[src/rtl/femto_bus_fabric.sv]
// femto_bus_fabric: address-decoding interconnect between a FemtoRV32 core and N peripheral slots.
// Optional watchdog abort of hung transactions when BUS_TIMEOUT_EN is defined.
module femto_bus_fabric #(
  parameter int          N_SLOTS        = 8,
  parameter logic [15:0] SLOT_BASE      = 16'h0040,
  parameter int          DEFAULT_SLOT   = 0,
  parameter int          TIMEOUT_CYCLES = 1024,
  parameter logic [31:0] ERR_RDATA      = 32'hDEAD_BEEF
) (
  input  logic                   clk,
  input  logic                   rst_n,
  input  logic [31:0]            mem_addr,
  input  logic                   mem_rstrb,
  input  logic [3:0]             mem_wmask,
  output logic [31:0]            mem_rdata,
  output logic                   mem_rbusy,
  output logic                   mem_wbusy,
  output logic [N_SLOTS-1:0]     slv_sel,
  output logic [N_SLOTS-1:0]     slv_rd,
  output logic [N_SLOTS-1:0]     slv_wr,
  input  logic [32*N_SLOTS-1:0]  slv_rdata,
  input  logic [N_SLOTS-1:0]     slv_rbusy,
  input  logic [N_SLOTS-1:0]     slv_wbusy,
  input  logic                   err_clr,
  output logic                   bus_err,
  output logic [31:0]            err_addr
);
  localparam int SW = $clog2(N_SLOTS);
  typedef enum logic [1:0] {IDLE, RD_WAIT, WR_WAIT} state_t;
  state_t state_q, state_d;
  logic [SW-1:0] slot_q, slot_d, sel_idx;
  logic [15:0] off;
  logic idle, wr_go, rd_go, wait_busy, tmo, rd_seen_q, rd_err_q;
  assign off = mem_addr[31:16] - SLOT_BASE;
  assign sel_idx = (mem_addr[31:16] == 16'h0000) ? '0 :
                   (mem_addr[31:16] >= SLOT_BASE && off < 16'(N_SLOTS-1)) ? SW'(off + 16'd1) :
                   SW'(DEFAULT_SLOT);
  assign slv_sel = {{(N_SLOTS-1){1'b0}}, 1'b1} << sel_idx;
  assign idle = state_q == IDLE;
  // A write beats a simultaneous read strobe; strobes outside IDLE are dropped.
  assign wr_go = idle & |mem_wmask;
  assign rd_go = idle & mem_rstrb & ~|mem_wmask;
  assign slv_wr = wr_go ? slv_sel : '0;
  assign slv_rd = rd_go ? slv_sel : '0;
  assign wait_busy = (state_q == RD_WAIT & slv_rbusy[slot_q]) | (state_q == WR_WAIT & slv_wbusy[slot_q]);
  assign mem_rbusy = rd_go ? slv_rbusy[sel_idx] : (state_q == RD_WAIT) & slv_rbusy[slot_q] & ~tmo;
  assign mem_wbusy = wr_go ? slv_wbusy[sel_idx] : (state_q == WR_WAIT) & slv_wbusy[slot_q] & ~tmo;
  assign mem_rdata = (tmo | rd_err_q) ? ERR_RDATA : rd_seen_q ? slv_rdata[{slot_q, 5'd0} +: 32] : '0;
  always_comb begin
    state_d = wr_go ? WR_WAIT : rd_go ? RD_WAIT : (!idle && (!wait_busy || tmo)) ? IDLE : state_q;
    slot_d  = (wr_go | rd_go) ? sel_idx : slot_q;
  end
  always_ff @(posedge clk or negedge rst_n) begin
    if (!rst_n) begin
      state_q   <= IDLE;
      slot_q    <= SW'(DEFAULT_SLOT);
      rd_seen_q <= 1'b0;
      rd_err_q  <= 1'b0;
    end else begin
      state_q   <= state_d;
      slot_q    <= slot_d;
      rd_seen_q <= rd_seen_q | rd_go;
      rd_err_q  <= tmo ? 1'b1 : rd_go ? 1'b0 : rd_err_q;
    end
  end
`ifdef BUS_TIMEOUT_EN
  localparam int WW = $clog2(TIMEOUT_CYCLES + 1);
  logic [WW-1:0] wd_q;
  logic [31:0] addr_q, err_addr_q;
  logic bus_err_q;
  // Fires on the TIMEOUT_CYCLES-th consecutive busy cycle spent waiting.
  assign tmo = wait_busy & (wd_q == WW'(TIMEOUT_CYCLES - 1));
  always_ff @(posedge clk or negedge rst_n) begin
    if (!rst_n) begin
      wd_q       <= '0;
      addr_q     <= '0;
      err_addr_q <= '0;
      bus_err_q  <= 1'b0;
    end else begin
      wd_q       <= idle ? '0 : (wait_busy & ~tmo) ? wd_q + 1'b1 : wd_q;
      addr_q     <= (rd_go | wr_go) ? mem_addr : addr_q;
      err_addr_q <= tmo ? addr_q : err_addr_q;
      bus_err_q  <= tmo | (bus_err_q & ~err_clr);
    end
  end
  assign bus_err  = bus_err_q;
  assign err_addr = err_addr_q;
`else
  localparam int unused_timeout = TIMEOUT_CYCLES;
  logic unused_in;
  assign unused_in = err_clr ^ (^mem_addr[15:0]);
  assign tmo      = 1'b0;
  assign bus_err  = 1'b0;
  assign err_addr = '0;
`endif
endmodule

[config.mk]
export PLATFORM = sky130hd
export DESIGN_NAME = femto_bus_fabric
export DESIGN_NICKNAME = d
export VERILOG_FILES = /design/src/rtl/femto_bus_fabric.sv
export SDC_FILE = /design/constraint.sdc
export NUM_CORES = 1
export LEC_CHECK = 0
export BUFFER_PORTS_ARGS = -buffer_cell sky130_fd_sc_hd__buf_4
export CORE_AREA = 8 8 151 153
export CTS_BUF_LIST = sky130_fd_sc_hd__clkbuf_8
export DETAILED_ROUTE_END_ITERATION = 16
export DIE_AREA = 0 0 159 161
export PLACE_DENSITY = 0.46
export SYNTH_ARGS = -nofsm -noshare
export SYNTH_HDL_FRONTEND = slang
export SYNTH_SLANG_ARGS = --single-unit
[constraint.sdc]
create_clock -name clk -period 2.6 [get_ports clk]
set_input_delay 0.52 -clock clk [delete_from_list [all_inputs] [get_ports clk]]
set_output_delay 0.52 -clock clk [all_outputs]
set_load 0.01 [all_outputs]
==> impl_metrics.toml, run 1 <==
[status]
status = "finished clean"

[cts]
cts_buffers = 3
cts-root-buf = "clkbuf_8"
cts_sinks = 6
postCtsHoldBufs = 0
cts_max_level = 1
cts_tree = "done"
clock_latency_ns = 0.22
clk_pin_slew_worst_paths_ns = 0.04
cts_buffer_depth = 2

[sta]
fmax_mhz = 389
rsz0062_at_grt = "yes"
fin_worst_skew_ns = 0.00277
hold_viol_final = 0
finalCritPeriodShare_pct = 99.0
tightest_slew_ns = 0.519
relSlewSlack_pct = 65.4
setup_viol = 0
drv_slew = 0
fin_crit_ns = 2.57
setup_tns_ns = 0

[die]
die_y_um = 161
design.die.area_um2 = 25600
core_area_um2 = 20600
dieWidth_um = 159
ioPinCount = 403
start_util_pct = 15.4
fp-row-count = 53

[synth]
syn_inst = 294
synth_area_leader_cell = "mux4_2"
synth_edf_count = 0
ys_types = 36
synth.most_common_cell = "mux4_2"
synth_top_area_share_pct = 48.3
synthArstFlopShare_pct = 100
netlist_top_cells_count = "68 x mux4_2, 36 x mux2i_1, 35 x buf_4, 35 x nor2b_1, 19 x nor2_1"
seq_area_frac_synth_pct = 4.74
synthFlopType = "dfrtp_1"
synth_area_per_cell_um2 = 10.8
syn_area_um2 = 3170
ys_ff_latch = 6
synth_warnings = 0
yosys-top-cells-area = "mux4_2 48%, mux2i_1 11%, buf_4 8.3%, nor2b_1 6.9%, dfrtp_1 4.7%"

[worst_setup_path]
crit_arrival_ns = 2.05
rrSetupSlack_ns = 0.87
rr_endpoint = "state_q[0]"
worstSetupPathType = "in -> out"
worstSetupEndpointType = "primary output"
ff2ff_path_depth = 5
start_kind = "input pin"
reg2reg_from = "slot_q[0]"
crit_fanout = 4
critPathRequiredTime_ns = 2.08
cp_common_cell = "buf_4"
cp_slowest_cell = "nor4b_2"
slowest_delay_ns = 0.33
cp_cell_sequence = "buf_4 -> ha_4 -> a21boi_2 -> nand4_1 -> nor4b_2 -> nor3_1 -> o31ai_1 -> buf_4"

[hold_path]
hold_class = "in -> async"

[detailed_routing]
viasPerCell = 4.23
final_antenna_net_count = 0
wire_per_inst_um = 21.1
vias = 3893
drtIter0Drc = 177
totalWireLength_mm = 19.4
drc = 0
drt_pass1_iterations = 4

[power_and_ir_drop]
power_density_nw_per_um2 = 231
leakagePower_nw = 2.80
internal-power_mw = 0.913
ir_worst_vdd_uv = 163
combPwrFrac_pct = 81.8
switching_share_pct = 37.1
seqPwrFrac_pct = 8.4
pwr-share-clk_pct = 9.8
power_switching_mw = 0.538

[global_routing]
grt_pass1_wl_mm = 28.2
grt_max_degree = 65
grt.overflow.total = 0
antenna_found_initial = 0
grt_pass1_vias = 4453
grt_use_total_pct = 14.0

[placed_design]
hpwl_mm = 16.8
gp_congestion = 0.909
portBuffers = 352
post_dp_cell_area_um2 = 6090

[cells_and_area]
area_delta_synth_final_pct = 98.6
design_area_um2 = 6290
antenna_cells = 0
drive_gt1_share_pct = 72.1
nets = 961

[run]
max_cap_violations = 0
[timing repair]
action / 4_1_cts / 5_1_grt
setup buffers: 1 / 5
resized for setup: 11 / 6
pin swaps: 8 / 11
setup endpoints to repair: 14 / 23
cloned: 1 / 0
[worst max-delay path: cells and delay by family]
| kind | cells | cell delay [ns] |
|---|---|---|
| AND/OR/NAND/NOR | 3 | 0.63 |
| adder cells (fa/ha/maj) | 1 | 0.17 |
| AO/OA/AOI/OAI | 2 | 0.42 |
| buffers and inverters | 2 | 0.31 |
[worst max-delay path by stage]
stage	from	to	slack, ns	cells past startpoint
6_report	mem_addr[16]	mem_wbusy	0.03	8
3_5_place_dp	mem_addr[16]	mem_wbusy	-0.12	8
4_1_cts	slot_q[0]	mem_rdata[7]	-0.004	5
2_1_floorplan	mem_addr[16]	mem_rbusy	0.18	8
3_3_place_gp	mem_addr[16]	mem_wbusy	-0.14	8
5_1_grt	mem_addr[19]	mem_wbusy	-0.09	7
[logic make-up after synthesis]
family	after synthesis	synth area share, %
simple gates	89	17.1
mux	106	60.4
compound gates	17	3.24
other cells	1	0.118
buf+inv	72	13.3
xor+xnor	1	0.277
fa+ha+maj	2	0.790
flops	6	4.74
[metal layers]
metal	vias to the layer above	wire length [um]	GRT usage, %
li1	1783	-	-
met1	1861	7370	16.0
met2	235	10300	26.0
met3	14	1560	3.89
met4	0	227	2.27
met5	-	0	0
[placed cells by master, fill, tap and decap left out, types with 6 or more instances in the layout]
| cell type | instances |
|---|---|
| nor2b_1 | 35 |
| buf_6 | 6 |
| inv_1 | 11 |
| nand2_1 | 8 |
| buf_4 | 367 |
| nor2_1 | 19 |
| mux4_2 | 68 |
| mux2i_1 | 36 |
| conb_1 | 33 |
[flip-flops by register name (all words and copies together) (netlist names)]
register,cells
slot_q,3
rd_seen_q,1
state_q,2
[power by group through the flow]
stage                     registers, mW  logic (mW)  clock network (mW)
after floorplan                   0.122       0.495                   0
after global placement            0.120        1.19                   0
after detailed placement          0.121        1.19                   0
after CTS                         0.121        1.20               0.147
after global routing              0.124        1.28               0.154
final                             0.121        1.19               0.143
[metrics by stage]
stage               setup slack (ns)  hold slack [ns]  power, mW  std cells  utilization (%)
floorplan                      0.178            0.224      0.617        326                -
global placement              -0.138            0.331       1.31        910             29.6
detailed placement            -0.124            0.334       1.31        910             29.6
CTS                         -0.00352           0.0965       1.47        916             30.2
global route                 -0.0880           0.0986       1.56        921             30.6
finish                        0.0263           0.0983       1.45        921             30.6
[layout make-up]
| type | instances | area (um^2) |
|---|---|---|
| Sequential cell | 6 | 156 |
| Tap cell | 275 | 344 |
| Timing Repair Buffer | 378 | 2940 |
| Inverter | 10 | 37.5 |
| Clock inverter | 1 | 3.75 |
| Multi-Input combinational cell | 248 | 2770 |
| Clock buffer | 3 | 41.3 |
| Fill cell | 2208 | 14300 |
Note: power is estimated with default switching activity, not from simulation.
==> run 2: changes to the inputs <==
- BUFFER_PORTS_ARGS: -buffer_cell sky130_fd_sc_hd__buf_4 -> -buffer_cell sky130_fd_sc_hd__buf_2
==> run 2 against run 1 <==
Worst hold slack better by 0.0086 ns; worst setup slack better by 0.043 ns; final area is 14% lower; combinational power is 18% lower; largest cell class is now multi-input combinational cells; critical endpoint is now mem_rdata[2].
==> impl_metrics.toml, run 2 (same netlist as run 1, synthesis figures left out) <==
[detailed_routing]
totalWireLength_mm = 18.1
drt_pass1_iterations = 4
final_antenna_net_count = 0
wire_per_inst_um = 19.7
vias = 3895
drc = 0
drtIter0Drc = 187
viasPerCell = 4.23

[cts]
cts_buffers = 3
cts-root-buf = "clkbuf_8"
clk_pin_slew_worst_paths_ns = 0.04
cts_sinks = 6
clock_latency_ns = 0.23
cts_max_level = 1
cts_tree = "done"
cts_buffer_depth = 2

[run]
max_cap_violations = 0

[worst_setup_path]
crit_arrival_ns = 2.01
worstSetupPathType = "reg -> out"
cp_cell_sequence = "buf_4 -> buf_4 -> mux4_2 -> mux2i_1 -> nor2b_1 -> buf_2"
cp_slowest_cell = "dfrtp_4"
slowest_delay_ns = 0.58
critPathRequiredTime_ns = 2.08
crit_fanout = 9
cp_common_cell = "buf_4"
start_kind = "flip-flop"
cp.buffers_inverters = 3
critical_path.top_delay_family = "multiplexers"
worstSetupEndpointType = "primary output"

[placed_design]
hpwl_mm = 15.8
dp_slack_ns = -0.0793
place_inst = 912
post_dp_cell_area_um2 = 5240
gp_congestion = 0.807
portBuffers = 352

[global_routing]
grt_pass1_wl_mm = 26.3
grt.overflow.total = 0
antenna_found_initial = 3
use_met3_pct = 3.03
use_met1_pct = 15.6
grt_use_total_pct = 13.1
grt_pass1_vias = 4364
top_usage_layer = "met2"
use_met2_pct = 24.0
grt_max_degree = 33

[cells_and_area]
design_area_um2 = 5400
area_delta_synth_final_pct = 70.3
final_util_pct = 26.3
nets = 958
instances_no_fill = 920
reg_top3 = "slot_q: 3 flops, state_q: 2 flops, rd_seen_q: 1 flops"
final_common_cell = "buf_2"
n_fill_cell = 2252
final_cell_mix = "350 x buf_2, 68 x mux4_2, 35 x mux2i_1, 35 x nor2b_1, 33 x conb_1"
regMostFlops = "slot_q"
drive_gt1_share_pct = 72.5
largest_reg_flops = 3

[status]
status = "finished clean"

[sta]
worst_slack_ns = 0.0690
finalCritPeriodShare_pct = 97.3
fmax_mhz = 395
hold_viol_final = 0
setup_tns_ns = 0
whs_ns = 0.107
fin_crit_ns = 2.53
fin_worst_skew_ns = 0.00591
setup_viol = 0
drv_slew = 0
rsz0062_at_grt = "yes"

[die]
ioPinCount = 403
dieWidth_um = 159
fp-row-count = 53
start_util_pct = 15.4
die_y_um = 161
design.die.area_um2 = 25600
core_area_um2 = 20600

[power_and_ir_drop]
power_density_nw_per_um2 = 229
leakagePower_nw = 2.52
ir_worst_vdd_uv = 178
power_mw = 1.24

[hold_path]
hold_class = "in -> async"
==> run 2: worst register-to-register path, stage by stage, from the launching register on <==
cell	delay [ns]
dfrtp_4	0.58
mux4_2	0.55
mux2_2	0.28
nand3b_1	0.11
nand2_1	0.06
==> run 2: per-layer routing <==
layer	share of wire [%]	vias up	wire, um
met4	1.1	2	204
li1	-	1782	-
met2	52	223	9360
met5	0.072	-	13
met1	39	1877	7060
met3	8.0	11	1450
==> run 2: power breakdown <==
| group | switching, mW | total, mW | internal [mW] |
|---|---|---|---|
| logic | 0.475 | 0.973 | 0.497 |
| registers | 0.0112 | 0.121 | 0.110 |
| clock network | 0.0409 | 0.142 | 0.101 |
| total | 0.527 | 1.24 | 0.709 |
==> run 2: final timing paths <==
kind	from	to	slack, ns	depth (start not counted)
setup / recovery	slot_q[0]	mem_rdata[2]	0.07	6
hold / removal	rst_n	rd_seen_q	0.11	1
setup reg to reg	slot_q[0]	state_q[0]	0.89	4
hold reg to reg	rd_seen_q	rd_seen_q	0.48	1
max in group asynchronous	rst_n	slot_q[2]	2.33	1
min in group clk	rd_seen_q	rd_seen_q	0.48	1
==> run 2: timing repair <==
item                                    CTS  global route
pin swaps                                 0             3
endpoints found under the setup margin   14            30
buffers inserted                          0             1
hold buffers                              0             0
cloned                                    1             0
resized for setup                         5            11
==> run 2: layout make-up <==
class / count / area (um^2) / share of cell area [%]
multi-input combinational: 248 / 2770 / 51.3
timing repair buffer: 375 / 2040 / 37.7
tap: 275 / 344 / 6.38
sequential: 6 / 159 / 2.94
clock buffer: 3 / 41.3 / 0.765
inverter: 10 / 37.5 / 0.696
antenna: 2 / 5.00 / 0.0927
clock inverter: 1 / 3.75 / 0.0696
==> run 3: changes to the inputs <==
- CELL_PAD_IN_SITES_DETAIL_PLACEMENT: default -> 0
- CELL_PAD_IN_SITES_GLOBAL_PLACEMENT: default -> 2
- CORE_AREA: 8 8 151 153 -> default
- CORE_MARGIN: default -> 8
- CORE_UTILIZATION: default -> 16
- DIE_AREA: 0 0 159 161 -> default
- PLACE_DENSITY: 0.46 -> 0.85
==> run 3 against run 2 <==
The run now ends with setup timing left; sequential power is essentially flat; clock power is essentially flat; global-route usage grew 0.44 points; wire length grew 1.5%; via count shrank 0.26%; final area grew 1.9%; maximum frequency shrank 3.2%; worst setup slack lost 0.084 ns; sequential cell count is the same; critical path type is now in -> out; largest cell class unchanged.
==> impl_metrics.toml, run 3 (same netlist as run 1, synthesis figures left out) <==
[detailed_routing]
drc = 0
totalWireLength_mm = 18.3
vias = 3885
drt_pass1_iterations = 4
drtIter0Drc = 154
final_antenna_net_count = 0
wire_per_inst_um = 19.8
viasPerCell = 4.20

[sta]
setup_tns_ns = -0.0155
setup_viol = 1
drv_slew = 0
worst_slack_ns = -0.0155
fin_worst_skew_ns = 0.00439
finalCritPeriodShare_pct = 101
hold_viol_final = 0
fin_crit_ns = 2.62
rsz0062_at_grt = "yes"
fmax_mhz = 382

[placed_design]
dp_slack_ns = -0.160
portBuffers = 352
gp_congestion = 0.852
hpwl_mm = 16.2
place_inst = 909

[power_and_ir_drop]
switching_share_pct = 43.0
leakagePower_nw = 2.60
combPwrFrac_pct = 78.7
power_density_nw_per_um2 = 224
power_mw = 1.23
ir_worst_vdd_uv = 126
internal-power_mw = 0.701
seqPwrFrac_pct = 9.7
power_switching_mw = 0.529
pwr-share-clk_pct = 11.6

[cells_and_area]
final_cell_mix = "349 x buf_2, 68 x mux4_2, 36 x mux2i_1"
drive_gt1_share_pct = 72.9
instances_no_fill = 925
reg_top3 = "slot_q: 3 flops, state_q: 2 flops, rd_seen_q: 1 flops"
final_common_cell = "buf_2"
regMostFlops = "slot_q"
regArea_um2 = 156
nets = 972
n_fill_cell = 2100
area_delta_synth_final_pct = 73.5
largest_reg_flops = 3
multi_input_comb_area_um2 = 2770

[die]
design.die.area_um2 = 24600
core_area_um2 = 19500
fp-row-count = 51
die_y_um = 157
dieWidth_um = 157
ioPinCount = 403
start_util_pct = 16.3

[global_routing]
grt_max_degree = 42
antenna_found_initial = 3
grt_pass1_wl_mm = 25.6
top_usage_layer = "met2"
use_met1_pct = 16.2
use_met2_pct = 24.1
grt.overflow.total = 0
grt_use_total_pct = 13.6
use_met3_pct = 3.86
grt_pass1_vias = 4355

[worst_setup_path]
worstSetupPathType = "in -> out"
worstSetupEndpointType = "primary output"
critPathRequiredTime_ns = 2.08
crit_fanout = 3
crit_arrival_ns = 2.10
start_kind = "input pin"

[cts]
cts_tree = "done"
clock_latency_ns = 0.22
postCtsHoldBufs = 0
cts-root-buf = "clkbuf_8"
clk_pin_slew_worst_paths_ns = 0.04
cts_sinks = 6
cts_buffers = 3
cts_max_level = 1
cts_buffer_depth = 2

[status]
status = "finished with violations"
violations = "setup timing"

[run]
max_cap_violations = 0

[hold_path]
hold_class = "in -> async"
run 3: through the flow:
stage	utilization (%)	hold WS (ns)	area [um^2]
5_1_grt	28.2	0.125	5500
3_3_place_gp	27.0	0.349	5250
2_1_floorplan	-	0.224	3290
3_5_place_dp	27.0	0.354	5250
4_1_cts	27.6	0.119	5370
6_report	28.2	0.114	5500
run 3: final timing paths:
path                               from         end  slack [ns]  depth (start not counted)
max                        mem_addr[16]   mem_wbusy       -0.02                         10
min                               rst_n   slot_q[0]        0.11                          1
max reg2reg                   slot_q[0]  state_q[0]        0.88                          5
min reg2reg                   rd_seen_q   rd_seen_q        0.46                          1
max in group asynchronous         rst_n   slot_q[0]        2.33                          1
min in group clk              rd_seen_q   rd_seen_q        0.46                          1
run 3: worst max-delay path, cell delays in order:
cell,delay [ns]
buf_2,0.12
ha_2,0.21
a21boi_2,0.17
nand4_1,0.11
buf_6,0.16
buf_6,0.11
nor4b_2,0.20
nor3_1,0.09
o31ai_1,0.23
buf_2,0.19
run 3: final cells by class:
type                    instances  share of cell area (%)
multi-input cells             248                    50.4
repair buffers                389                    39.1
well taps                     265                    6.03
flip-flops and latches          6                    2.85
clock buffers                   3                   0.751
inverters                      10                   0.683
diodes                          3                   0.137
clock inverters                 1                  0.0683
run 3: what timing repair did:
action | 4_1_cts | 5_1_grt
buffers inserted | 3 | 5
gates cloned | 0 | 1
gates resized for setup | 5 | 13
pin swaps | 0 | 9
endpoints found under the setup margin | 16 | 18
run 3: per-layer routing:
layer,share of wire [%],vias up
met5,0,-
met4,0.68,0
met3,9.6,8
met2,50,216
met1,40,1851
li1,-,1810
run 3: power by group through the flow:
stage / clock (mW) / sequential (mW) / combinational (mW)
6_report: 0.143 / 0.119 / 0.968
5_1_grt: 0.151 / 0.124 / 1.06
4_1_cts: 0.145 / 0.119 / 0.974
3_5_place_dp: 0 / 0.120 / 0.969
3_3_place_gp: 0 / 0.119 / 0.973
2_1_floorplan: 0 / 0.122 / 0.495
